<file path="config.mk">
export PLATFORM = sky130hd
export DESIGN_NAME = filled_circle
export DESIGN_NICKNAME = d
export VERILOG_FILES = /design/src/rtl/gpu_pkg.sv /design/src/rtl/span_walker.sv /design/src/rtl/filled_circle.sv
export SDC_FILE = /design/constraint.sdc
export NUM_CORES = 1
export LEC_CHECK = 0
export ABC_AREA = 1
export CORE_MARGIN = 5
export CORE_UTILIZATION = 45
export DETAILED_ROUTE_END_ITERATION = 8
export PLACE_DENSITY = 0.71
export SLEW_MARGIN = 20
export SYNTH_ARGS = -nofsm -noshare
export SYNTH_HDL_FRONTEND = slang
export SYNTH_SLANG_ARGS = --single-unit
</file>
<file path="constraint.sdc">
create_clock -name clk -period 6.6 [get_ports clk]
set_input_delay 0.66 -clock clk [delete_from_list [all_inputs] [get_ports clk]]
set_output_delay 0.66 -clock clk [all_outputs]
set_load 0.1 [all_outputs]
</file>
<file path="src/rtl/gpu_pkg.sv">
// Shared raster-engine constants and state encodings for the circle filler.
package gpu_pkg;

    localparam int WIDTH_BITS   = 10;
    localparam int HEIGHT_BITS  = 9;
    localparam int CHANNEL_BITS = 8;

    typedef enum logic [1:0] {
        ST_IDLE = 2'd0,
        ST_DRAW = 2'd1,
        ST_DONE = 2'd2
    } state_t;

    // Order in which the four horizontal spans of one midpoint step are emitted.
    typedef enum logic [1:0] {
        SPAN_S0 = 2'd0,
        SPAN_S1 = 2'd1,
        SPAN_S2 = 2'd2,
        SPAN_S3 = 2'd3
    } span_t;

endpackage

</file>
<file path="src/rtl/span_walker.sv">
// Walks X from a left bound across 2*half+1 pixels, one per cycle, flagging the last.
module span_walker #(
    parameter int WIDTH_BITS = gpu_pkg::WIDTH_BITS
) (
    input  logic                  clk,
    input  logic                  n_rst,
    input  logic                  load_i,
    input  logic [WIDTH_BITS-1:0] left_i,
    input  logic [WIDTH_BITS-1:0] half_i,
    input  logic                  step_i,
    output logic [WIDTH_BITS-1:0] x_o,
    output logic                  last_o
);

    logic [WIDTH_BITS-1:0] x_q, x_d;
    // Remaining-pixel count rather than a bound compare, so spans wider than
    // the X range still terminate correctly when X wraps.
    logic [WIDTH_BITS:0]   cnt_q, cnt_d;

    always_comb begin
        x_d   = x_q;
        cnt_d = cnt_q;
        if (load_i) begin
            x_d   = left_i;
            cnt_d = {half_i, 1'b0};
        end else if (step_i) begin
            x_d   = x_q + WIDTH_BITS'(1);
            cnt_d = cnt_q - (WIDTH_BITS + 1)'(1);
        end
    end

    always_ff @(posedge clk or negedge n_rst) begin
        if (!n_rst) begin
            x_q   <= '0;
            cnt_q <= '0;
        end else begin
            x_q   <= x_d;
            cnt_q <= cnt_d;
        end
    end

    assign x_o    = x_q;
    assign last_o = (cnt_q == '0);

endmodule

</file>
<file path="src/rtl/filled_circle.sv">
// Filled-circle rasteriser: midpoint algorithm emitting four horizontal spans per step.
module filled_circle #(
    parameter int WIDTH_BITS   = gpu_pkg::WIDTH_BITS,
    parameter int HEIGHT_BITS  = gpu_pkg::HEIGHT_BITS,
    parameter int CHANNEL_BITS = gpu_pkg::CHANNEL_BITS
) (
    input  logic                    clk,
    input  logic                    n_rst,
    input  logic [WIDTH_BITS-1:0]   xC,
    input  logic [HEIGHT_BITS-1:0]  yC,
    input  logic [WIDTH_BITS-1:0]   rad,
    input  logic [CHANNEL_BITS-1:0] r_i,
    input  logic [CHANNEL_BITS-1:0] g_i,
    input  logic [CHANNEL_BITS-1:0] b_i,
    input  logic                    start,
    output logic                    busy,
    output logic                    done,
    output logic [WIDTH_BITS-1:0]   X,
    output logic [HEIGHT_BITS-1:0]  Y,
    output logic [CHANNEL_BITS-1:0] r_o,
    output logic [CHANNEL_BITS-1:0] g_o,
    output logic [CHANNEL_BITS-1:0] b_o
);

    import gpu_pkg::*;

    localparam int CW = WIDTH_BITS + 3;

    typedef struct packed {
        logic [WIDTH_BITS-1:0]  left;
        logic [WIDTH_BITS-1:0]  half;
        logic [HEIGHT_BITS-1:0] row;
    } span_cfg_t;

    function automatic span_cfg_t span_cfg(input span_t                  s,
                                           input logic [WIDTH_BITS-1:0]  xc,
                                           input logic [HEIGHT_BITS-1:0] yc,
                                           input logic [WIDTH_BITS-1:0]  xv,
                                           input logic [WIDTH_BITS-1:0]  yv);
        span_cfg_t c;
        if (s == SPAN_S0 || s == SPAN_S1) begin
            c.left = xc - xv;
            c.half = xv;
        end else begin
            c.left = xc - yv;
            c.half = yv;
        end
        case (s)
            SPAN_S0: c.row = yc + yv[HEIGHT_BITS-1:0];
            SPAN_S1: c.row = yc - yv[HEIGHT_BITS-1:0];
            SPAN_S2: c.row = yc + xv[HEIGHT_BITS-1:0];
            default: c.row = yc - xv[HEIGHT_BITS-1:0];
        endcase
        return c;
    endfunction

    state_t                  state_q, state_d;
    span_t                   seg_q, seg_d;
    logic signed [CW-1:0]    x_q, x_d, y_q, y_d, d_q, d_d;
    logic signed [CW-1:0]    xn, yn, dn;
    logic [WIDTH_BITS-1:0]   xc_q, xc_d;
    logic [HEIGHT_BITS-1:0]  yc_q, yc_d;
    logic [CHANNEL_BITS-1:0] r_q, r_d, g_q, g_d, b_q, b_d;
    logic [HEIGHT_BITS-1:0]  row_q, row_d;
    logic                    busy_q, busy_d, done_q, done_d;

    span_cfg_t               cfg;
    logic                    sw_load, sw_step, sw_last;
    logic [WIDTH_BITS-1:0]   sw_x;

    span_walker #(
        .WIDTH_BITS(WIDTH_BITS)
    ) u_span (
        .clk    (clk),
        .n_rst  (n_rst),
        .load_i (sw_load),
        .left_i (cfg.left),
        .half_i (cfg.half),
        .step_i (sw_step),
        .x_o    (sw_x),
        .last_o (sw_last)
    );

    always_comb begin
        state_d = state_q;
        seg_d   = seg_q;
        x_d     = x_q;
        y_d     = y_q;
        d_d     = d_q;
        xc_d    = xc_q;
        yc_d    = yc_q;
        r_d     = r_q;
        g_d     = g_q;
        b_d     = b_q;
        row_d   = row_q;
        busy_d  = 1'b0;
        done_d  = 1'b0;
        sw_load = 1'b0;
        sw_step = 1'b0;
        cfg     = '0;

        // Midpoint step, evaluated every cycle so it is ready on the last S3 pixel.
        xn = x_q + CW'(1);
        if (d_q[CW-1]) begin
            dn = d_q + (x_q <<< 1) + CW'(3);
            yn = y_q;
        end else begin
            dn = d_q + ((x_q - y_q) <<< 1) + CW'(5);
            yn = y_q - CW'(1);
        end

        case (state_q)
            ST_IDLE: begin
                if (start) begin
                    xc_d    = xC;
                    yc_d    = yC;
                    r_d     = r_i;
                    g_d     = g_i;
                    b_d     = b_i;
                    x_d     = '0;
                    y_d     = CW'(rad);
                    d_d     = CW'(1) - CW'(rad);
                    seg_d   = SPAN_S0;
                    cfg     = span_cfg(SPAN_S0, xC, yC, '0, rad);
                    sw_load = 1'b1;
                    row_d   = cfg.row;
                    busy_d  = 1'b1;
                    state_d = ST_DRAW;
                end
            end
            ST_DRAW: begin
                busy_d = 1'b1;
                if (!sw_last) begin
                    sw_step = 1'b1;
                end else if (seg_q != SPAN_S3) begin
                    seg_d   = span_t'(seg_q + 2'd1);
                    cfg     = span_cfg(seg_d, xc_q, yc_q,
                                       x_q[WIDTH_BITS-1:0], y_q[WIDTH_BITS-1:0]);
                    sw_load = 1'b1;
                    row_d   = cfg.row;
                end else begin
                    x_d = xn;
                    y_d = yn;
                    d_d = dn;
                    if (xn <= yn) begin
                        seg_d   = SPAN_S0;
                        cfg     = span_cfg(SPAN_S0, xc_q, yc_q,
                                           xn[WIDTH_BITS-1:0], yn[WIDTH_BITS-1:0]);
                        sw_load = 1'b1;
                        row_d   = cfg.row;
                    end else begin
                        busy_d  = 1'b0;
                        done_d  = 1'b1;
                        state_d = ST_DONE;
                    end
                end
            end
            ST_DONE: begin
                state_d = ST_IDLE;
            end
            default: begin
                state_d = ST_IDLE;
            end
        endcase
    end

    always_ff @(posedge clk or negedge n_rst) begin
        if (!n_rst) begin
            state_q <= ST_IDLE;
            seg_q   <= SPAN_S0;
            x_q     <= '0;
            y_q     <= '0;
            d_q     <= '0;
            xc_q    <= '0;
            yc_q    <= '0;
            r_q     <= '0;
            g_q     <= '0;
            b_q     <= '0;
            row_q   <= '0;
            busy_q  <= 1'b0;
            done_q  <= 1'b0;
        end else begin
            state_q <= state_d;
            seg_q   <= seg_d;
            x_q     <= x_d;
            y_q     <= y_d;
            d_q     <= d_d;
            xc_q    <= xc_d;
            yc_q    <= yc_d;
            r_q     <= r_d;
            g_q     <= g_d;
            b_q     <= b_d;
            row_q   <= row_d;
            busy_q  <= busy_d;
            done_q  <= done_d;
        end
    end

    assign busy = busy_q;
    assign done = done_q;
    assign X    = sw_x;
    assign Y    = row_q;
    assign r_o  = r_q;
    assign g_o  = g_q;
    assign b_o  = b_q;

endmodule

</file>
**Yosys cells after proc, flatten, opt, wreduce, memory -nomap -nowiden**

Cells that the tools add are included.

- Register bits after elaboration: 118
- Memories: 0
- Memory bits (writable): 0
- Logic and storage cells: 108
- Input port bits: 56
- Output and inout bits: 45
- Latch bits: 0
- ROM bits: 0

- Divide/modulo/power cells: 0
- Eq/ne operators: 9
- Muxes and demuxes: 53
- Bitwise gates (word level): 0
- Add/subtract/negate cells: 20
- Reduce and logical (&&, ||, !) cells: 10
- Order comparisons: 1
- Multiply operators: 0
- Shifts and indexed selects: 0

Operators by type and width:

| operator | count |
|---|---|
| 13-bit 2-to-1 mux | 11 |
| 29-bit 2-to-1 mux | 4 |
| 13-bit one-hot mux with 2 select lines | 3 |
| 29-bit one-hot mux with 2 select lines | 1 |
| 9-bit adder | 4 |
| 9-bit 2-to-1 mux | 4 |
| 10-bit subtractor | 3 |
| 9-bit one-hot mux with 3 select lines | 1 |
| 13-bit adder | 2 |
| 11-bit 2-to-1 mux | 2 |
| 10-bit 2-to-1 mux | 2 |
| 20-bit 2-to-1 mux | 1 |
| 9-bit one-hot mux with 2 select lines | 1 |
| 9-bit subtractor | 2 |
| 2-bit 2-to-1 mux | 8 |
| 13-bit by 2-bit adder with 13-bit output, second input constant | 1 |
| 13-bit by 3-bit adder with 13-bit output, second input constant | 1 |
| 13-bit by 4-bit adder with 13-bit output, second input constant | 1 |
| 13-bit <= comparator | 1 |
| 13-bit by 2-bit subtractor with 13-bit output, second input constant | 1 |
| 4-bit AND reduction | 3 |
| 12-bit subtractor | 1 |
| 11-bit logical NOT | 1 |
| 1-bit 2-to-1 mux | 11 |
| other kinds (14) | 23 |

**Longest topological paths before layout**

Gate-level depths: netlist (run 1).

- Word-level depth: 8
- Mapped depth: 28
- Mapped depth without buffers: 28

**Cells and area by module**

Synthesis (run 1) repeated with hierarchy kept, for this count alone.

- Cell total of the unflattened synthesis: 1573
- Area total of the unflattened synthesis: 11038.1 um^2

By module, submodules not included:

| module | area each (um^2) | instances | sequential area each (um^2) | cells an instance |
|---|---|---|---|---|
| filled_circle | 9708.1 | 1 | 2427.3 | 1404 |
| span_walker | 1330.0 | 1 | 525.5 | 169 |

**Worst setup path before layout (run 1)**

No wires, ideal clock.

- Path type: register to register
- Start point: reg x_q[0]
- End point: reg d_q[12]
- Data arrival time: 3.673 ns
- Data required time: 6.484 ns
- Cell stages (with the launch flop): 28
- Library setup time: 0.116 ns
- Path buffers: 0
- Slack: 2.811 ns
- Cell sequence: dfrtp_1 > inv_2 > ha_1 > inv_1 > fa_1 > nand3_1 > nand2_1 > nand2_1 > nand2_1 > a21oi_1 > nor2_1 > nor2_1 > o21bai_1 > a21o_1 > a21oi_1 > xnor2_1 > ha_1 > ha_1 > nand2_1 > inv_1 > a221oi_1 > nand2_1 > a31oi_1 > nand3_1 > nand3_1 > nand2_1 > nand2_1 > nand2_1

- Word-level cells in the longest chain between the ends: 7
- Elaborated cells between the ends (all ways): 9

Ends and longest elaborated chain:

| element | RTL line | text |
|---|---|---|
| start: declaration | filled_circle.sv:59 | `logic signed [CW-1:0] x_q, x_d, y_q, y_d, d_q, d_d;` |
| start signal: assignment | filled_circle.sv:171 | `x_q <= '0;` |
| start signal: assignment | filled_circle.sv:185 | `x_q <= x_d;` |
| 12-bit subtractor | filled_circle.sv:108 | `dn = d_q + ((x_q - y_q) <<< 1) + CW'(5);` |
| 13-bit adder | filled_circle.sv:108 |  |
| 13-bit by 4-bit adder with 13-bit output | filled_circle.sv:108 |  |
| 13-bit 2-to-1 mux (*) | filled_circle.sv:104 | `if (d_q[CW-1]) begin` |
| 13-bit 2-to-1 mux (*) | filled_circle.sv:135 | `end else if (seg_q != SPAN_S3) begin` |
| 13-bit 2-to-1 mux (*) | filled_circle.sv:133 | `if (!sw_last) begin` |
| 13-bit one-hot mux with 2 select lines (*) | filled_circle.sv:112 | `case (state_q)` |
| end signal: assignment | filled_circle.sv:173 | `d_q <= '0;` |
| end signal: assignment | filled_circle.sv:187 | `d_q <= d_d;` |
| end: declaration | filled_circle.sv:59 |  |

Mark *: on every way between the ends. The rest lies on a longest branch, timed or not. The select of a mux whose other input is x is not followed.
A chain may end at the register's enable or synchronous reset.

**Final worst setup path (run 1)**

- Start point: reg y_q[1]
- End point: reg u_span.cnt_q[9]

- Word-level cells in the longest chain between the ends: 8
- Elaborated cells between the ends (all ways): 13

Ends and longest elaborated chain:

| element | RTL line | text |
|---|---|---|
| start: declaration | filled_circle.sv:59 |  |
| start signal: assignment | filled_circle.sv:186 | `y_q <= y_d;` |
| 13-bit by 2-bit subtractor with 13-bit output | filled_circle.sv:109 | `yn = y_q - CW'(1);` |
| 13-bit 2-to-1 mux (*) | filled_circle.sv:104 |  |
| 13-bit <= comparator (*) | filled_circle.sv:145 | `if (xn <= yn) begin` |
| 29-bit 2-to-1 mux / 1-bit 2-to-1 mux (equally long branches) | filled_circle.sv:145 |  |
| 29-bit 2-to-1 mux / 1-bit 2-to-1 mux (equally long branches) | filled_circle.sv:135 |  |
| 29-bit 2-to-1 mux / 1-bit 2-to-1 mux (equally long branches) | filled_circle.sv:133 |  |
| 29-bit one-hot mux with 2 select lines / 1-bit one-hot mux with 2 select lines (equally long branches) | filled_circle.sv:112 |  |
| 11-bit 2-to-1 mux / 2-bit nonzero test (equally long branches) | n/a |  |
| end signal: assignment | span_walker.sv:38 | `cnt_q <= cnt_d;` |
| end: declaration | span_walker.sv:18 | `logic [WIDTH_BITS:0] cnt_q, cnt_d;` |

Mark *: on every way between the ends. The rest lies on a longest branch, timed or not.

==> impl_metrics.ini, run 1 <==
[worst_setup_path]
critPathMaxStageDelay_ns = 0.43
crit_path_start_kind = register
cp_slowest_cell = dfrtp_1
arrival_ns = 4.59
required_ns = 6.96
crit_top_cell = nand2_1
critPathKind = reg -> reg
cp_max_fo = 23
end_kind = register
critical_path.cell_chain = inv_2, ha_1, inv_1, nor2_2, nand3_1, nor2_1, nand2_1, nor2_2, nand3_1, nor3_1, xor2_1, ha_1, nand2_1, nor2_1, a211oi_1, nand2_1, nand2_2, nand3_4, nand2_4, nand3_4, inv_4, nand2_1, nand2_1

[grt]
globalRoute.totalOverflow = 0
grt_max_degree = 73
first_global_vias = 10300
grt_first_pass_wirelength_mm = 52.9
antenna_found_initial = 0
grtUsageTotal_pct = 24.2

[run]
drv_cap = 0

[synth]
synth_adder_area_share_pct = 15.4
synth_common_cells = nand2_1 (466), inv_1 (161), ha_1 (121)
netlist_area_um2 = 10800
ys.flop_type = dfrtp_1
synth_top_area_share_pct = 27.2
syn_inst = 1543
synth_top_cell_by_area = dfrtp_1
synth_seq_area_share_pct = 27.2
synth-edff-count = 0
ys_ff_latch = 118
yosysMostFrequentCell = nand2_1
synth_top_family_by_area = simple AND/OR/NAND/NOR gates
yosys.area_share.simple_pct = 26.8
synth-compound-area-share_pct = 16.4
ys_warn_count = 0
synth_area_per_cell_um2 = 7.03
muxShareOfSynthArea_pct = 0.0923
synth-xor-area-share_pct = 5.81
synth_cell_types = 57
syn_nets = 1728
synthArstFlopShare_pct = 100
synth.top_cells.by_area = dfrtp_1 (27%), nand2_1 (16%), ha_1 (14%)

[sta]
finalCriticalPeriod_ns = 4.23
slew_viol_final = 0
setup_viol = 0
rsz0062_at_grt = false
maxClockFrequency_mhz = 237
worst_slack_ns = 2.37
worst_pin_slew_ns = 1.01
relSlewSlack_pct = 32.4
final.period_utilization_pct = 64.1
hold_viol_final = 0
tns_ns = 0
fin_skew_ns = 0.00917

[clocking]
htreeDepth = 4
cts_sinks = 118
clk_latency_ns = 0.42
cts_hold_buf = 0
ctsResizeCount = 0
cts_tree = done
cts_setup_buffers = 0
cts_buffers = 17
cts_root_buffer = clkbuf_16
clk_pin_slew_ns = 0.06
clk_path_buf_depth = 2

[floorplan]
die_w_um = 165
die_area_um2 = 27300
rows = 56
boundaryPins = 101
core_area_um2 = 23600
die_height_um = 165
start_util_pct = 45.9

[power]
internal_power_uw = 1410
p_clk_share_pct = 56.3
p_sw_share_pct = 23.7
power.density_nw_per_um2 = 145
leakagePower_uw = 0.00653
power.total_uw = 1850
p_seq_share_pct = 39.1
combPwrFrac_pct = 4.6
ir_drop_v = 0.000170
power.switching_uw = 439

[placed_design]
dp_cells = 1919
numPortBuffers = 100
dp_hpwl_mm = 24.6
post-place-ws_ns = 2.42
finalWeightedCongestion = 0.972

[layout]
fin_cells = 1951
drive_above_1_share_pct = 4.96
nets = 1804
post-route-util_pct = 53.9
areaGrowthSynthToFinish_pct = 17.2
antenna_cells = 0

[detailed_routing]
routedWlPerCell_um = 16.7
final_antenna_net_count = 0
drt-total-wl_mm = 32.7
drc = 0
drtIter0Drc = 734
drt_first_pass_iters = 5
num_vias = 10600
viasPerCell = 5.44

[hold_path]
hold_path.class = in -> async

[outcome]
status = finished clean
registers in the layout (all words and copies together) (netlist names), 9 cells and up:
signal and count:
u_span.x_o 10, xc_q 10, yc_q 9, Y 9
d_q 13, u_span.cnt_q 11, x_q 13, y_q 13
power by group through the flow:
stage / clock [µW] / sequential, µW / combinational (µW)
detailed placement: 0 / 737 / 84.7
finish: 1040 / 723 / 84.2
CTS: 1050 / 723 / 85.4
floorplan: 0 / 737 / 23.9
global route: 1080 / 723 / 92.5
global placement: 0 / 737 / 83.7
worst paths after layout:
kind / from / to / slack [ns] / depth (start not counted)
min reg2reg: Y[2] / Y[2] / 0.47 / 2
max reg2reg: y_q[1] / u_span.cnt_q[9] / 2.37 / 23
min: n_rst / b_o[3] / 0.26 / 1
max in group asynchronous: n_rst / y_q[5] / 4.93 / 2
max: y_q[1] / u_span.cnt_q[9] / 2.37 / 23
min in group clk: Y[2] / Y[2] / 0.47 / 2
per-stage QoR:
stage / hold slack (ns) / area, µm²
after global routing: 0.310 / 12700
after CTS: 0.291 / 12700
after detailed placement: 0.463 / 12100
after floorplan: 0.364 / 10800
final: 0.263 / 12700
after global placement: 0.459 / 12100
worst max-delay path: cells and delay by family (launching register included):
family	cells	cell delay (ns)
AND/OR/NAND/NOR	16	2.30
XOR/XNOR	1	0.21
flip-flops	1	0.43
AO/OA/AOI/OAI	1	0.24
adder cells (fa/ha/maj)	2	0.47
buffers and inverters	3	0.49
routing by layer:
layer / wire, µm / track usage [%] / vias up
met5: 0 / 0 / -
met1: 15000 / 33.6 / 4915
met2: 14700 / 38.7 / 366
li1: - / - / 5275
met3: 2330 / 4.79 / 51
met4: 706 / 5.97 / 0
placed cells by master (no fill, tap or decap), drive strengths merged, types with 17 or more instances in the layout:
cell type,count
a21oi,112
clkbuf,17
clkdlybuf4s50,99
dfrtp,118
ha,121
inv,174
nand2,472
nand3,83
nor2,91
o211ai,20
o21ai,106
xnor2,19
xor2,53
cell families (layout without fill, tap and decap cells):
logic type      Yosys count  in the layout
fa+ha+maj               129            129
mux                       1              1
compound gates          310            310
buf+inv                 221            310
xor+xnor                 72             72
simple gates            692            692
flops                   118            118
area by class of cell:
cell class              instances  area [µm²]
flip-flops and latches        118        2950
well taps                     319         399
multi-input cells            1204        7020
clock inverters                15         219
inverters                     170         641
fillers                      2290       10900
clock buffers                  17         425
repair buffers                108        1060
Power figures use the tool's default switching activity.
==> inputs of run 2 (changes only) <==
==> constraint.sdc (replaced) <==
create_clock -name clk -period 4.07 [get_ports clk]
set_input_delay 0.407 -clock clk [delete_from_list [all_inputs] [get_ports clk]]
set_output_delay 0.407 -clock clk [all_outputs]
set_load 0.1 [all_outputs]
==> run 2 against run 1 <==
Net effect:
- register-to-register slack worse by 2.1 ns
- critical endpoint is now d_q[9]
- sequential share of layout area down 0.33 points
- highest routed layer unchanged
- cell count up 1.0%
- clock skew up 0.0018 ns
- flip-flop and latch count unchanged
- largest cell class unchanged
- die area unchanged
- utilization up 0.79 points
- combinational power up 63%
- non-clock buffer count up 19
==> impl_metrics.ini, run 2 (synthesis results as in run 1) <==
[floorplan]
start_util_pct = 45.9
die_area_um2 = 27300
boundaryPins = 101
die_height_um = 165
core_area_um2 = 23600
die_w_um = 165
rows = 56

[worst_setup_path]
rrSetupSlack_ns = 0.25
required_ns = 4.38
cp_max_fo = 7
r2r_end = d_q[9]
rr_worst_depth = 19
critPathKind = reg -> reg
critPathLaunch = y_q[2]
arrival_ns = 4.13
crit_end = d_q[9]
end_kind = register
crit_path_start_kind = register
r2r-start = y_q[2]

[grt]
busiest_layer = met2
grtUsageTotal_pct = 24.1
globalRoute.totalOverflow = 0
met1_usage_pct = 33.6
use_met2_pct = 38.1
use_met3_pct = 4.52
grt_first_pass_wirelength_mm = 52.6
grt_max_degree = 67
first_global_vias = 10300
antenna_found_initial = 0

[layout]
antenna_cells = 0
areaGrowthSynthToFinish_pct = 19.0
multi_input_comb_area_um2 = 7070
post-route-util_pct = 54.6
n_fill_cell = 2281
seq_area_um2 = 2950
nets = 1824
final_common_cell = nand2_1
drive_above_1_share_pct = 6.66
most-common-layout-cells = nand2_1 (465), inv_1 (160), ha_1 (120), dfrtp_1 (117), a21oi_1 (110)
top_regs = d_q: 13 flops, x_q: 13 flops, y_q: 13 flops

[clocking]
ctsResizeCount = 0
cts_root_buffer = clkbuf_16
clk_latency_ns = 0.43
cts_hold_buf = 0
cts_sinks = 118
cts_buffers = 17
clk_pin_slew_ns = 0.07
htreeDepth = 4
clk_path_buf_depth = 2
cts_setup_buffers = 0
cts_tree = done

[power]
leakagePower_uw = 0.00660
power.density_nw_per_um2 = 228
ir_drop_v = 0.000264

[run]
drv_cap = 0

[detailed_routing]
final_antenna_net_count = 0
viasPerCell = 5.42
num_vias = 10700
drt-total-wl_mm = 32.6
drc = 0
drt_first_pass_iters = 5
routedWlPerCell_um = 16.6
drtIter0Drc = 757

[sta]
slew_viol_final = 0
final.period_utilization_pct = 93.8
fin_skew_ns = 0.0109
tns_ns = 0
setup_viol = 0
hold_viol_final = 0
worst_pin_slew_ns = 1.02
maxClockFrequency_mhz = 262
finalCriticalPeriod_ns = 3.82
relSlewSlack_pct = 31.7

[placed_design]
dp_hpwl_mm = 24.8
numPortBuffers = 100
finalWeightedCongestion = 0.984

[outcome]
status = finished clean

[hold_path]
hold_path.class = in -> async
-- run 2: worst max-delay path, cell delays in order, from the launching register on --
cell and delay [ns]:
dfrtp_2 0.44, inv_2 0.14, ha_1 0.30, a21oi_1 0.16
nand2_1 0.13, a21oi_1 0.15, o21ai_0 0.12, xor2_1 0.30
ha_1 0.30, ha_1 0.35, a21oi_1 0.16, o21ai_0 0.13
a21oi_1 0.18, nor2_1 0.07, o21ai_0 0.19, nand2_1 0.09
o21ai_0 0.21, nand3_1 0.13, nand2_1 0.10, nand2_1 0.05
-- run 2: metal layers --
layer	share of wire, %	vias to the layer above
li1	-	5312
met1	46	4949
met2	45	361
met3	7.2	65
met4	2.4	0
met5	0	-
-- run 2: worst min-delay path by stage --
stage | to | slack, ns
2_1_floorplan | Y[0] | 0.11
3_3_place_gp | Y[0] | 0.46
3_5_place_dp | Y[1] | 0.46
4_1_cts | r_o[0] | 0.13
5_1_grt | busy | 0.18
6_report | busy | 0.10
-- run 2: layout make-up --
| type | instances | share of cell area, % |
|---|---|---|
| clock inverters | 14 | 1.44 |
| inverters | 170 | 5.00 |
| clock buffers | 18 | 3.40 |
| multi-input cells | 1205 | 54.8 |
| repair buffers | 127 | 9.41 |
| well taps | 319 | 3.09 |
| flip-flops and latches | 118 | 22.9 |
-- run 2: metrics by stage --
| stage | total power, µW | setup WS (ns) | cells | hold slack, ns | instance area (µm²) |
|---|---|---|---|---|---|
| after floorplan | 1230 | 0.281 | 1543 | 0.111 | 10800 |
| after global placement | 1330 | 0.196 | 1938 | 0.459 | 12200 |
| after detailed placement | 1330 | 0.0917 | 1938 | 0.463 | 12200 |
| after CTS | 2970 | 0.0543 | 1970 | 0.130 | 12800 |
| after global routing | 3030 | -0.0117 | 1971 | 0.183 | 12900 |
| final | 2940 | 0.254 | 1971 | 0.101 | 12900 |
-- run 2: power by group --
part	internal, µW	switching [µW]
sequential	1170	0
combinational	69.0	68.0
clock	997	636
